--- config.mk ---
export PLATFORM = sky130hd
export DESIGN_NAME = mem_stage_ctrl
export DESIGN_NICKNAME = d
export VERILOG_FILES = /design/src/rtl/mem_stage_ctrl.sv
export SDC_FILE = /design/constraint.sdc
export NUM_CORES = 1
export LEC_CHECK = 0
export CORE_MARGIN = 2
export CORE_UTILIZATION = 35
export DETAILED_ROUTE_END_ITERATION = 7
export GPL_TIMING_DRIVEN = 0
export PLACE_DENSITY_LB_ADDON = 0.1
export SYNTH_ARGS = -nofsm -noshare
export SYNTH_HDL_FRONTEND = slang
export SYNTH_SLANG_ARGS = --single-unit
--- constraint.sdc ---
create_clock -name clk -period 4.8 [get_ports clk]
set_input_delay 0.96 -clock clk [delete_from_list [all_inputs] [get_ports clk]]
set_output_delay 0.96 -clock clk [all_outputs]
set_load 0.01 [all_outputs]
--- src/rtl/mem_stage_ctrl.sv ---
// Memory-stage access controller: LOAD/STORE/PUSH/POP/CALL/RET onto a 16-bit memory, owns SP.
// Optional overflow/underflow protection via `define STACK_GUARD_EN.
module mem_stage_ctrl #(
  parameter int DATA_WIDTH   = 16,
  parameter int ADDR_WIDTH   = 32,
  parameter int SP_RESET     = 2047,
  parameter int STACK_BOTTOM = 1024,
  parameter int MEM_AW       = 11
) (
  input  logic                  clk,
  input  logic                  rst_n,
  input  logic                  op_valid,
  input  logic [2:0]            op,
  input  logic [ADDR_WIDTH-1:0] ea,
  input  logic [DATA_WIDTH-1:0] wdata,
  input  logic [31:0]           pc_in,
  output logic                  mem_we,
  output logic                  mem_re,
  output logic [ADDR_WIDTH-1:0] mem_addr,
  output logic [DATA_WIDTH-1:0] mem_wdata,
  input  logic [DATA_WIDTH-1:0] mem_rdata,
  output logic                  stall,
  output logic [DATA_WIDTH-1:0] rdata_out,
  output logic                  rdata_valid,
  output logic [31:0]           pc_out,
  output logic                  pc_valid,
  output logic [ADDR_WIDTH-1:0] sp,
  output logic                  stack_err
);

  localparam logic [2:0] OP_LOAD  = 3'd0;
  localparam logic [2:0] OP_STORE = 3'd1;
  localparam logic [2:0] OP_PUSH  = 3'd2;
  localparam logic [2:0] OP_POP   = 3'd3;
  localparam logic [2:0] OP_CALL  = 3'd4;
  localparam logic [2:0] OP_RET   = 3'd5;

  localparam logic [ADDR_WIDTH-1:0] SP_RST  = ADDR_WIDTH'(SP_RESET);
  localparam logic [ADDR_WIDTH:0]   SP_TOP  = (ADDR_WIDTH+1)'(SP_RESET);
  localparam logic [ADDR_WIDTH-1:0] SP_BOT  = ADDR_WIDTH'(STACK_BOTTOM);
  localparam logic [ADDR_WIDTH-1:0] SP_MASK = ADDR_WIDTH'((64'd1 << MEM_AW) - 64'd1);
  localparam logic [ADDR_WIDTH-1:0] ONE     = ADDR_WIDTH'(1);
  localparam logic [ADDR_WIDTH-1:0] TWO     = ADDR_WIDTH'(2);

`ifdef STACK_GUARD_EN
  localparam bit GUARD = 1'b1;
`else
  localparam bit GUARD = 1'b0;
`endif

  typedef enum logic {IDLE, SECOND} state_t;

  state_t                state_q, state_d;
  logic                  is_call_q, is_call_d;
  logic [DATA_WIDTH-1:0] lo_q, lo_d;
  logic [ADDR_WIDTH-1:0] sp_q, sp_d;
  logic                  err_q, err_d;
  logic [DATA_WIDTH-1:0] rdata_q, rdata_d;
  logic                  rvld_q, rvld_d;
  logic [31:0]           pc_q, pc_d;
  logic                  pvld_q, pvld_d;

  logic                  we, re, stl;
  logic [ADDR_WIDTH-1:0] addr;
  logic [DATA_WIDTH-1:0] wd;
  logic [ADDR_WIDTH-1:0] sp_m1, sp_m2, sp_p1, sp_p2;
  logic                  rej_push, rej_call, rej_pop, rej_ret;

  // Unguarded builds keep SP inside the implemented memory so the stack wraps.
  function automatic logic [ADDR_WIDTH-1:0] sp_wrap(input logic [ADDR_WIDTH-1:0] v);
    return GUARD ? v : (v & SP_MASK);
  endfunction

  always_comb begin
    sp_m1 = sp_q - ONE;
    sp_m2 = sp_q - TWO;
    sp_p1 = sp_q + ONE;
    sp_p2 = sp_q + TWO;
    rej_push = GUARD && (sp_q < SP_BOT);
    rej_call = GUARD && (sp_q < SP_BOT + ONE);
    rej_pop  = GUARD && (({1'b0, sp_q} + (ADDR_WIDTH+1)'(1)) > SP_TOP);
    rej_ret  = GUARD && (({1'b0, sp_q} + (ADDR_WIDTH+1)'(2)) > SP_TOP);
  end

  always_comb begin
    state_d   = state_q;
    is_call_d = is_call_q;
    lo_d      = lo_q;
    sp_d      = sp_q;
    err_d     = err_q;
    rdata_d   = rdata_q;
    rvld_d    = 1'b0;
    pc_d      = pc_q;
    pvld_d    = 1'b0;
    we        = 1'b0;
    re        = 1'b0;
    stl       = 1'b0;
    addr      = '0;
    wd        = '0;
    if (state_q == SECOND) begin
      if (is_call_q) begin
        we   = 1'b1;
        addr = sp_m1;
        wd   = lo_q;
        sp_d = sp_wrap(sp_m2);
      end else begin
        re     = 1'b1;
        addr   = sp_p2;
        pc_d   = 32'({mem_rdata, lo_q});
        pvld_d = 1'b1;
        sp_d   = sp_wrap(sp_p2);
      end
      state_d = IDLE;
    end else if (op_valid) begin
      case (op)
        OP_LOAD: begin
          re      = 1'b1;
          addr    = ea;
          rdata_d = mem_rdata;
          rvld_d  = 1'b1;
        end
        OP_STORE: begin
          we   = 1'b1;
          addr = ea;
          wd   = wdata;
        end
        OP_PUSH: begin
          if (rej_push) err_d = 1'b1;
          else begin
            we   = 1'b1;
            addr = sp_q;
            wd   = wdata;
            sp_d = sp_wrap(sp_m1);
          end
        end
        OP_POP: begin
          if (rej_pop) err_d = 1'b1;
          else begin
            re      = 1'b1;
            addr    = sp_p1;
            rdata_d = mem_rdata;
            rvld_d  = 1'b1;
            sp_d    = sp_wrap(sp_p1);
          end
        end
        OP_CALL: begin
          if (rej_call) err_d = 1'b1;
          else begin
            we        = 1'b1;
            addr      = sp_q;
            wd        = DATA_WIDTH'(pc_in[31:16]);
            lo_d      = DATA_WIDTH'(pc_in[15:0]);
            stl       = 1'b1;
            is_call_d = 1'b1;
            state_d   = SECOND;
          end
        end
        OP_RET: begin
          if (rej_ret) err_d = 1'b1;
          else begin
            re        = 1'b1;
            addr      = sp_p1;
            lo_d      = mem_rdata;
            stl       = 1'b1;
            is_call_d = 1'b0;
            state_d   = SECOND;
          end
        end
        default: ;
      endcase
    end
  end

  always_ff @(posedge clk or negedge rst_n) begin
    if (!rst_n) begin
      state_q   <= IDLE;
      is_call_q <= 1'b0;
      lo_q      <= '0;
      sp_q      <= SP_RST;
      err_q     <= 1'b0;
      rdata_q   <= '0;
      rvld_q    <= 1'b0;
      pc_q      <= '0;
      pvld_q    <= 1'b0;
    end else begin
      state_q   <= state_d;
      is_call_q <= is_call_d;
      lo_q      <= lo_d;
      sp_q      <= sp_d;
      err_q     <= err_d;
      rdata_q   <= rdata_d;
      rvld_q    <= rvld_d;
      pc_q      <= pc_d;
      pvld_q    <= pvld_d;
    end
  end

  // Strobes are gated so a held op cannot reach memory while reset is asserted.
  assign mem_we      = we & rst_n;
  assign mem_re      = re & rst_n;
  assign stall       = stl & rst_n;
  assign mem_addr    = addr;
  assign mem_wdata   = wd;
  assign rdata_out   = rdata_q;
  assign rdata_valid = rvld_q;
  assign pc_out      = pc_q;
  assign pc_valid    = pvld_q;
  assign sp          = sp_q;
  assign stack_err   = GUARD ? err_q : 1'b0;

endmodule

**Word-level counts from Yosys, hierarchy flattened**

Cells that the tools add are included.

- Flip-flop bits (word level): 100
- Input bits: 102
- Output and inout port bits: 134
- Logic and storage cells: 67

- $add $sub $neg: 4
- Equality and inequality tests: 5
- Muxes and demuxes: 29
- Bitwise operators: 5
- Reductions and logical operators: 16

Operator list:

| operator | count |
|---|---|
| two-way mux 32 bit | 5 |
| one-hot mux 32 bit (3 select lines) | 1 |
| one-hot mux 16 bit (2 select lines) | 2 |
| one-hot mux 32 bit (2 select lines) | 1 |
| two-way mux 16 bit | 3 |
| adder 32 x 1 -> 32 bit (second input constant) | 1 |
| adder 32 x 2 -> 32 bit (second input constant) | 1 |
| subtractor 32 x 1 -> 32 bit (second input constant) | 1 |
| two-way mux 1 bit | 15 |
| OR reduction 2 bit | 6 |
| two-way mux 11 bit | 1 |
| subtractor 11 x 2 -> 11 bit (second input constant) | 1 |
| == test 3 x 2 -> 1 bit (second input constant) | 2 |
| == test 3 bit (second input constant) | 2 |
| AND reduction 3 bit | 2 |
| OR reduction 3 bit | 2 |
| AND reduction 2 bit | 2 |
| nonzero test 2 bit | 2 |
| AND 1 bit | 3 |
| == test 3 x 1 -> 1 bit (second input constant) | 1 |
| zero test 3 bit | 1 |
| nonzero test 3 bit | 1 |
| NOT 1 bit | 2 |
| one-hot mux 1 bit (2 select lines) | 1 |

**Longest topological paths before layout**

Gate-level depths: netlist (run 1).

- Depth in word-level cells: 6
- Mapped depth: 9

**Least setup slack after synthesis (run 1)**

OpenSTA, ideal clock, no wires.

- Path kind: input to output
- From: in op[0]
- To: out mem_re
- Arrival: 2.111 ns
- Slack: 1.729 ns
- Cell stages on the path: 6
- Cell sequence: buf_4 > inv_2 > nor3b_2 > buf_4 > nor3_1 > nor3_1

- Cells in the longest elaborated chain, start to end: 6

Ends and longest elaborated chain:

| what | line | source |
|---|---|---|
| from (decl) | 13 | `input logic [2:0] op,` |
| == test 3 bit (tied with other cells) | 115 | `case (op)` |
| OR reduction 3 bit (no line) * | n/a |  |
| two-way mux 1 bit * | n/a |  |
| two-way mux 1 bit * | 114 | `end else if (op_valid) begin` |
| two-way mux 1 bit * | 100 | `if (state_q == SECOND) begin` |
| AND 1 bit * | 200 | `assign mem_re = re & rst_n;` |
| to (decl) | 18 | `output logic mem_re,` |

Mark *: on every way between the ends. The rest lies on a longest branch, timed or not.

**Worst setup path in the final report (run 1)**

- From: in op_valid
- To: out mem_addr[6]

- Cells in the longest elaborated chain, start to end: 2

Ends and longest elaborated chain:

| what | line | source |
|---|---|---|
| from (decl) | 12 | `input logic op_valid,` |
| two-way mux 32 bit | 114 |  |
| two-way mux 32 bit | 100 |  |
| to (decl) | 19 | `output logic [ADDR_WIDTH-1:0] mem_addr,` |

No other way between the ends.

==> impl_metrics.env, run 1 <==
export IMPL_post_cts_setup_buffers=0
export IMPL_ant_nets=0
export IMPL_initial_utilization=0.357
export IMPL_gp_congestion=0.898
export IMPL_end_kind="output port"
export IMPL_core_area_mm2=0.0144
export IMPL_clockPowerShare=0.221
export IMPL_leakagePower_nw=3.58
export IMPL_path_cells="clkdlybuf4s50_1 -> nand2b_1 -> nor3_2 -> clkbuf_1 -> a221o_1 -> clkdlybuf4s50_1"
export IMPL_synth_top_area_frac=0.331
export IMPL_die_h_um=125
export IMPL_fin_total_pwr_mw=3.13
export IMPL_max_vdd_ir_drop_uv=190
export IMPL_grt_max_degree=45
export IMPL_finalCritPeriodShare=0.960
export IMPL_path_class="in -> out"
export IMPL_drt_iter0_markers=436
export IMPL_ys_warn_count=0
export IMPL_finalSetupViolations=0
export IMPL_status="complete, no violations"
export IMPL_grt_pass1_wl_mm=30.4
export IMPL_hpwl_mm=14.6
export IMPL_clock_skew_ps=6.77
export IMPL_synth_edf_count=0
export IMPL_clk_latency_ps=340
export IMPL_numCtsBuffers=9
export IMPL_clkTransAtPathRegs_ps=70
export IMPL_nets=983
export IMPL_hold_ws_ps=480
export IMPL_grt_pass1_vias=5566
export IMPL_hold_class="reg -> reg"
export IMPL_netlist_top_cells_area="dfrtp_1, nand2_1, dfstp_2"
export IMPL_ys_seq_area_frac=0.387
export IMPL_cp_common_cell="clkdlybuf4s50_1"
export IMPL_grt_antenna_before_repair=0
export IMPL_setup_worst_path_start="op_valid"
export IMPL_drv_cap=0
export IMPL_n_fill_cell=1369
export IMPL_drt_wirelength_per_cell_um=18.2
export IMPL_drc_errors=0
export IMPL_fmaxAchievable_mhz=217
export IMPL_hold_path_startpoint="pc_out[3]$_DFFE_PN0P_"
export IMPL_max_clock_path_buffers=2
export IMPL_cts_resized=0
export IMPL_utilization=0.548
export IMPL_die_area_mm2=0.0157
export IMPL_p_per_area_mw_per_mm2=395
export IMPL_ff_latch_area_mm2=0.00199
export IMPL_grt_overflow_total=0
export IMPL_tritoncts="built"
export IMPL_slowest_delay_ps=610
export IMPL_maxSlewHeadroom=0.480
export IMPL_crit_required_ps=3840
export IMPL_critPathLaunchType="input pin"
export IMPL_switching_share=0.377
export IMPL_placement_rows=44
export IMPL_critPathSlowestCell="clkdlybuf4s50_1"
export IMPL_min_period_ps=4610
export IMPL_r2r_start="sp[0]$_DFFE_PN1P_"
export IMPL_syn_area_per_cell_um2=8.18
export IMPL_vias_per_cell=5.16
export IMPL_htree_levels=3
export IMPL_multi_input_area_mm2=0.00279
export IMPL_synth_area_mm2=0.00515
export IMPL_cts_root_buf="clkbuf_16"
export IMPL_drive_gt1_frac=0.123
export IMPL_first_pass_iters=5
export IMPL_grtUsageTotal=0.245
export IMPL_top_level_ports=236
export IMPL_synth_cells=629
export IMPL_synth_seq_cells=79
export IMPL_tightest_slew_ps=780
export IMPL_cts_hold_buffers_added=0
export IMPL_ff2ff_setup_slack_ps=2300
export IMPL_worstPathArrival_ps=3650
export IMPL_p_sw_mw=1.18
export IMPL_slew_viol_final=0
export IMPL_yosys_area_top_type="dfrtp_1"
export IMPL_critical_path_max_fanout=10
export IMPL_intPower_mw=1.95
export IMPL_pwr_share_comb=0.458
export IMPL_finalHoldViolCount=0
export IMPL_synth_ff_type="dfrtp_1"
export IMPL_ys_async_sr_fraction=1.00
export IMPL_rsz0062_at_grt="no"
export IMPL_syn2layout_area_growth_pct=53.7
export IMPL_io_buffers=213
export IMPL_cts_sinks=79
export IMPL_die_x_um=125
export IMPL_wirelength_mm=19.4
export IMPL_routed_via_count=5485
export IMPL_diodes=0
export IMPL_seqPwrFrac=0.321
export IMPL_ys_types=63
## power groups by stage
stage | logic (mW) | registers (mW) | clock network (mW)
final | 1.43 | 1.00 | 0.692
after floorplan | 0.699 | 1.05 | 0
after global placement | 1.41 | 1.01 | 0
after global routing | 1.55 | 1.03 | 0.732
after detailed placement | 1.43 | 1.01 | 0
after CTS | 1.43 | 1.00 | 0.707
## metrics by stage
step	instance area (um2)	cells	setup WS, ps	TNS, ps
6_report	7910	1064	192	0
5_1_grt	7910	1064	106	0
4_1_cts	7910	1064	190	0
3_5_place_dp	7610	1048	195	0
3_3_place_gp	7590	1047	-1860	-22460
2_1_floorplan	5230	650	1730	0
## worst max-delay path: cells and delay by family
kind,cells,cell delay [ps]
AOI/OAI and AO/OA,1,300
buffers and inverters,3,1710
and+or+nand+nor,2,670
## layer usage
metal	routed length (um)	vias to the layer above	track usage
met5	0	-	0
met4	175	0	0.0444
met3	1530	14	0.0591
met2	9300	259	0.418
met1	8370	2616	0.319
li1	-	2596	-
## synthesized netlist by cell type, drive strengths merged, types with 12 or more instances
cell and count:
mux2 16, o21ai 31, o22ai 17, a22oi 20
xor2 12, nand3 23, dfrtp 68, clkbuf 20
nand2 204, buf 50, xnor2 24, nor2 21
## path summary, 6_finish.rpt
path,endpoint,cells past startpoint
min,pc_out[3]$_DFFE_PN0P_,2
min reg2reg,pc_out[3]$_DFFE_PN0P_,2
min in group asynchronous,lo_q[7]$_DFFE_PN0P_,1
max in group asynchronous,sp[8]$_DFFE_PN1P_,2
max reg2reg,sp[10]$_DFFE_PN1P_,9
max,mem_addr[6],6
## placed cells by master, fill, tap and decap left out, drive strengths merged, types with 5 or more instances in the layout
cell type | netlist | final
clkdlybuf4s50 | 0 | 212
nor2 | 21 | 21
conb | 1 | 22
xnor2 | 24 | 24
nand4 | 10 | 10
xor2 | 12 | 12
a22oi | 20 | 20
inv | 9 | 13
o21ai | 31 | 31
a221o | 6 | 6
nand3 | 23 | 23
dfstp | 11 | 11
clkbuf | 20 | 29
a31oi | 5 | 5
buf | 50 | 52
mux2 | 16 | 16
dfrtp | 68 | 68
a21oi | 11 | 11
nand2 | 204 | 204
ha | 6 | 6
o22ai | 17 | 17
nor3 | 10 | 10
## state kept, by name, summed over array words and instances (netlist names)
name	flops
lo_q	16
sp	11
state_q	1
pc_out	32
pc_valid	1
is_call_q	1
rdata_out	16
rdata_valid	1
## cell families (layout without fill, tap and decap cells)
family                   Yosys count  count (layout)  synth area share
AND/OR/NAND/NOR                  299             299             0.262
AO/OA/AOI/OAI                    111             111             0.144
flip-flops                        79              79             0.387
buffers and inverters             79             309            0.0858
XOR/XNOR                          36              36            0.0613
multiplexers                      18              18            0.0455
adder cells (fa/ha/maj)            6               6            0.0146
other                              1              22          0.000729
## layout make-up
| cell class | count | area share |
|---|---|---|
| multi-input combinational | 492 | 0.353 |
| timing repair buffer | 214 | 0.273 |
| sequential | 79 | 0.252 |
| buffer | 70 | 0.0516 |
| tap | 184 | 0.0291 |
| clock buffer | 9 | 0.0285 |
| clock inverter | 7 | 0.00933 |
| inverter | 9 | 0.00427 |
(Power assumes the default switching activity.)
==> inputs of run 2 (changes only) <==
- CORE_ASPECT_RATIO: unset -> 0.75
==> run 2 against run 1 <==
  * Die area about the same
  * Global-route usage increased by 0.60 points
  * Combinational power is essentially flat
  * Hold slack got worse by 3.2 ps
  * First-iteration DRC count decreased by 21%
  * Power rose by 0.85%
  * Clock skew up 6.6 ps
  * Critical path type unchanged
  * Core utilization increased by 0.23 points
  * Critical path depth rose by 2
  * Non-clock buffer count stayed put
==> impl_metrics.env, run 2 (synthesis results as in run 1) <==
export IMPL_status="complete, no violations"
export IMPL_tritoncts="built"
export IMPL_final_area_mm2=0.00794
export IMPL_drc_errors=0
export IMPL_grt_max_degree=57
export IMPL_cts_hold_buffers_added=0
export IMPL_p_per_area_mw_per_mm2=397
export IMPL_drv_cap=0
export IMPL_htree_levels=3
export IMPL_gp_congestion=0.886
export IMPL_nets=983
export IMPL_slowest_delay_ps=610
export IMPL_largest_register_ffs=32
export IMPL_crit_required_ps=3840
export IMPL_dp_cells=1064
export IMPL_critical_path_max_fanout=8
export IMPL_grt_use_met2=0.383
export IMPL_finalCritPeriodShare=0.946
export IMPL_finalSetupViolations=0
export IMPL_wirelength_mm=19.7
export IMPL_path_cells="clkdlybuf4s50_1 -> xnor2_1 -> or3b_1 -> buf_2 -> nor2_1 -> a222oi_1 -> o211ai_1 -> clkdlybuf4s50_1"
export IMPL_end_kind="output port"
export IMPL_p_sw_mw=1.17
export IMPL_fmaxAchievable_mhz=220
export IMPL_routed_via_count=5506
export IMPL_first_pass_iters=5
export IMPL_drive_gt1_frac=0.123
export IMPL_tightest_slew_ps=742
export IMPL_hold_class="reg -> reg"
export IMPL_maxSlewHeadroom=0.505
export IMPL_placement_rows=38
export IMPL_clkTransAtPathRegs_ps=60
export IMPL_io_buffers=213
export IMPL_die_x_um=144
export IMPL_ant_nets=0
export IMPL_r2r_start="sp[0]$_DFFE_PN1P_"
export IMPL_use_met3=0.0619
export IMPL_use_met1=0.364
export IMPL_leakagePower_nw=3.58
export IMPL_placed_cell_area_mm2=0.00763
export IMPL_numCtsBuffers=9
export IMPL_core_area_mm2=0.0144
export IMPL_intPower_mw=1.98
export IMPL_vias_per_cell=5.10
export IMPL_drt_iter0_markers=345
export IMPL_rsz0062_at_grt="no"
export IMPL_ff2ff_setup_slack_ps=2310
export IMPL_switching_share=0.371
export IMPL_grt_pass1_vias=5254
export IMPL_grt_antenna_before_repair=0
export IMPL_fin_total_pwr_mw=3.15
export IMPL_grtUsageTotal=0.251
export IMPL_n_fill_cell=1351
export IMPL_post_cts_setup_buffers=0
export IMPL_pwr_share_comb=0.460
export IMPL_worstPathArrival_ps=3580
export IMPL_slew_viol_final=0
export IMPL_clock_skew_ps=13.4
export IMPL_stdcell_count=1079
export IMPL_crit_path_end="mem_addr[8]"
export IMPL_clk_latency_ps=350
export IMPL_hpwl_mm=15.0
export IMPL_critPathLaunchType="input pin"
export IMPL_fin_setup_tns_ps=0
export IMPL_syn2layout_area_growth_pct=54.2
export IMPL_cp_common_cell="clkdlybuf4s50_1"
export IMPL_clockPowerShare=0.223
export IMPL_seqPwrFrac=0.317
export IMPL_die_area_mm2=0.0157
export IMPL_drt_wirelength_per_cell_um=18.3
export IMPL_initial_utilization=0.357
export IMPL_finalHoldViolCount=0
export IMPL_cts_sinks=79
export IMPL_reg2reg_to="sp[10]$_DFFE_PN1P_"
export IMPL_busiest_layer="met2"
export IMPL_grt_overflow_total=0
export IMPL_path_class="in -> out"
export IMPL_critPathSlowestCell="clkdlybuf4s50_1"
export IMPL_hold_ws_ps=476
export IMPL_max_vdd_ir_drop_uv=207
export IMPL_r2r_cells=9
export IMPL_grt_pass1_wl_mm=29.6
export IMPL_die_h_um=109
export IMPL_cts_root_buf="clkbuf_16"
export IMPL_final_common_cell="clkdlybuf4s50_1"
export IMPL_mostFrequentLayoutCells="clkdlybuf4s50_1, nand2_1, dfrtp_1"
export IMPL_setup_worst_path_start="op[1]"
export IMPL_max_clock_path_buffers=2
export IMPL_top_level_ports=236
export IMPL_min_period_ps=4540
export IMPL_diodes=0
export IMPL_cts_resized=0
==> run 2: cell count changes in the layout (fill, tap and decap cells not counted) <==
cell       delta
nor2_2        -1
bufinv_16     +1
clkbuf_1      -1
nor2_4        +1
inv_8         -3
clkbuf_2      +1
clkinv_8      -1
clkinv_4      +2
==> run 2: layer usage <==
metal,share of wire,vias to the layer above
met5,0,-
met4,0.0093,0
met3,0.083,16
met2,0.44,250
met1,0.47,2634
li1,-,2606
==> run 2: worst min path at each step <==
stage	to	cells past startpoint	startpoint	slack, ps
2_1_floorplan	pc_out[0]$_DFFE_PN0P_	2	lo_q[0]$_DFFE_PN0P_	460
3_3_place_gp	pc_out[5]$_DFFE_PN0P_	2	pc_out[5]$_DFFE_PN0P_	460
5_1_grt	pc_out[6]$_DFFE_PN0P_	2	pc_out[6]$_DFFE_PN0P_	490
6_report	pc_out[19]$_DFFE_PN0P_	2	pc_out[19]$_DFFE_PN0P_	480
3_5_place_dp	pc_out[31]$_DFFE_PN0P_	2	pc_out[31]$_DFFE_PN0P_	460
4_1_cts	pc_out[31]$_DFFE_PN0P_	2	pc_out[31]$_DFFE_PN0P_	480
==> run 2: cell type report <==
cell class	count	area, um2	share of cell area
repair buffers	214	2160	0.272
plain buffers	70	409	0.0516
well taps	200	250	0.0315
multi-input cells	492	2800	0.353
inverters	9	33.8	0.00426
clock buffers	9	225	0.0284
clock inverters	6	71.3	0.00899
flip-flops and latches	79	1990	0.251
==> run 2: critical path: cells and delay by family <==
kind	cells	cell delay, ps
XOR/XNOR	1	140
AO/OA/AOI/OAI	2	320
AND/OR/NAND/NOR	2	770
buffers and inverters	3	1390
==> run 2: power groups by stage <==
stage	Combinational, mW	Clock (mW)	Sequential (mW)
after global routing	1.56	0.742	1.03
after global placement	1.43	0	1.00
final	1.45	0.702	1.00
after detailed placement	1.43	0	1.01
after floorplan	0.699	0	1.05
after CTS	1.44	0.716	1.00
==> run 2: per-stage QoR <==
stage                      util  worst slack, ps
final                     0.551              260
after floorplan               -             1730
after detailed placement  0.530              160
after global placement    0.528            -1880
after global routing      0.551              100
after CTS                 0.550              156
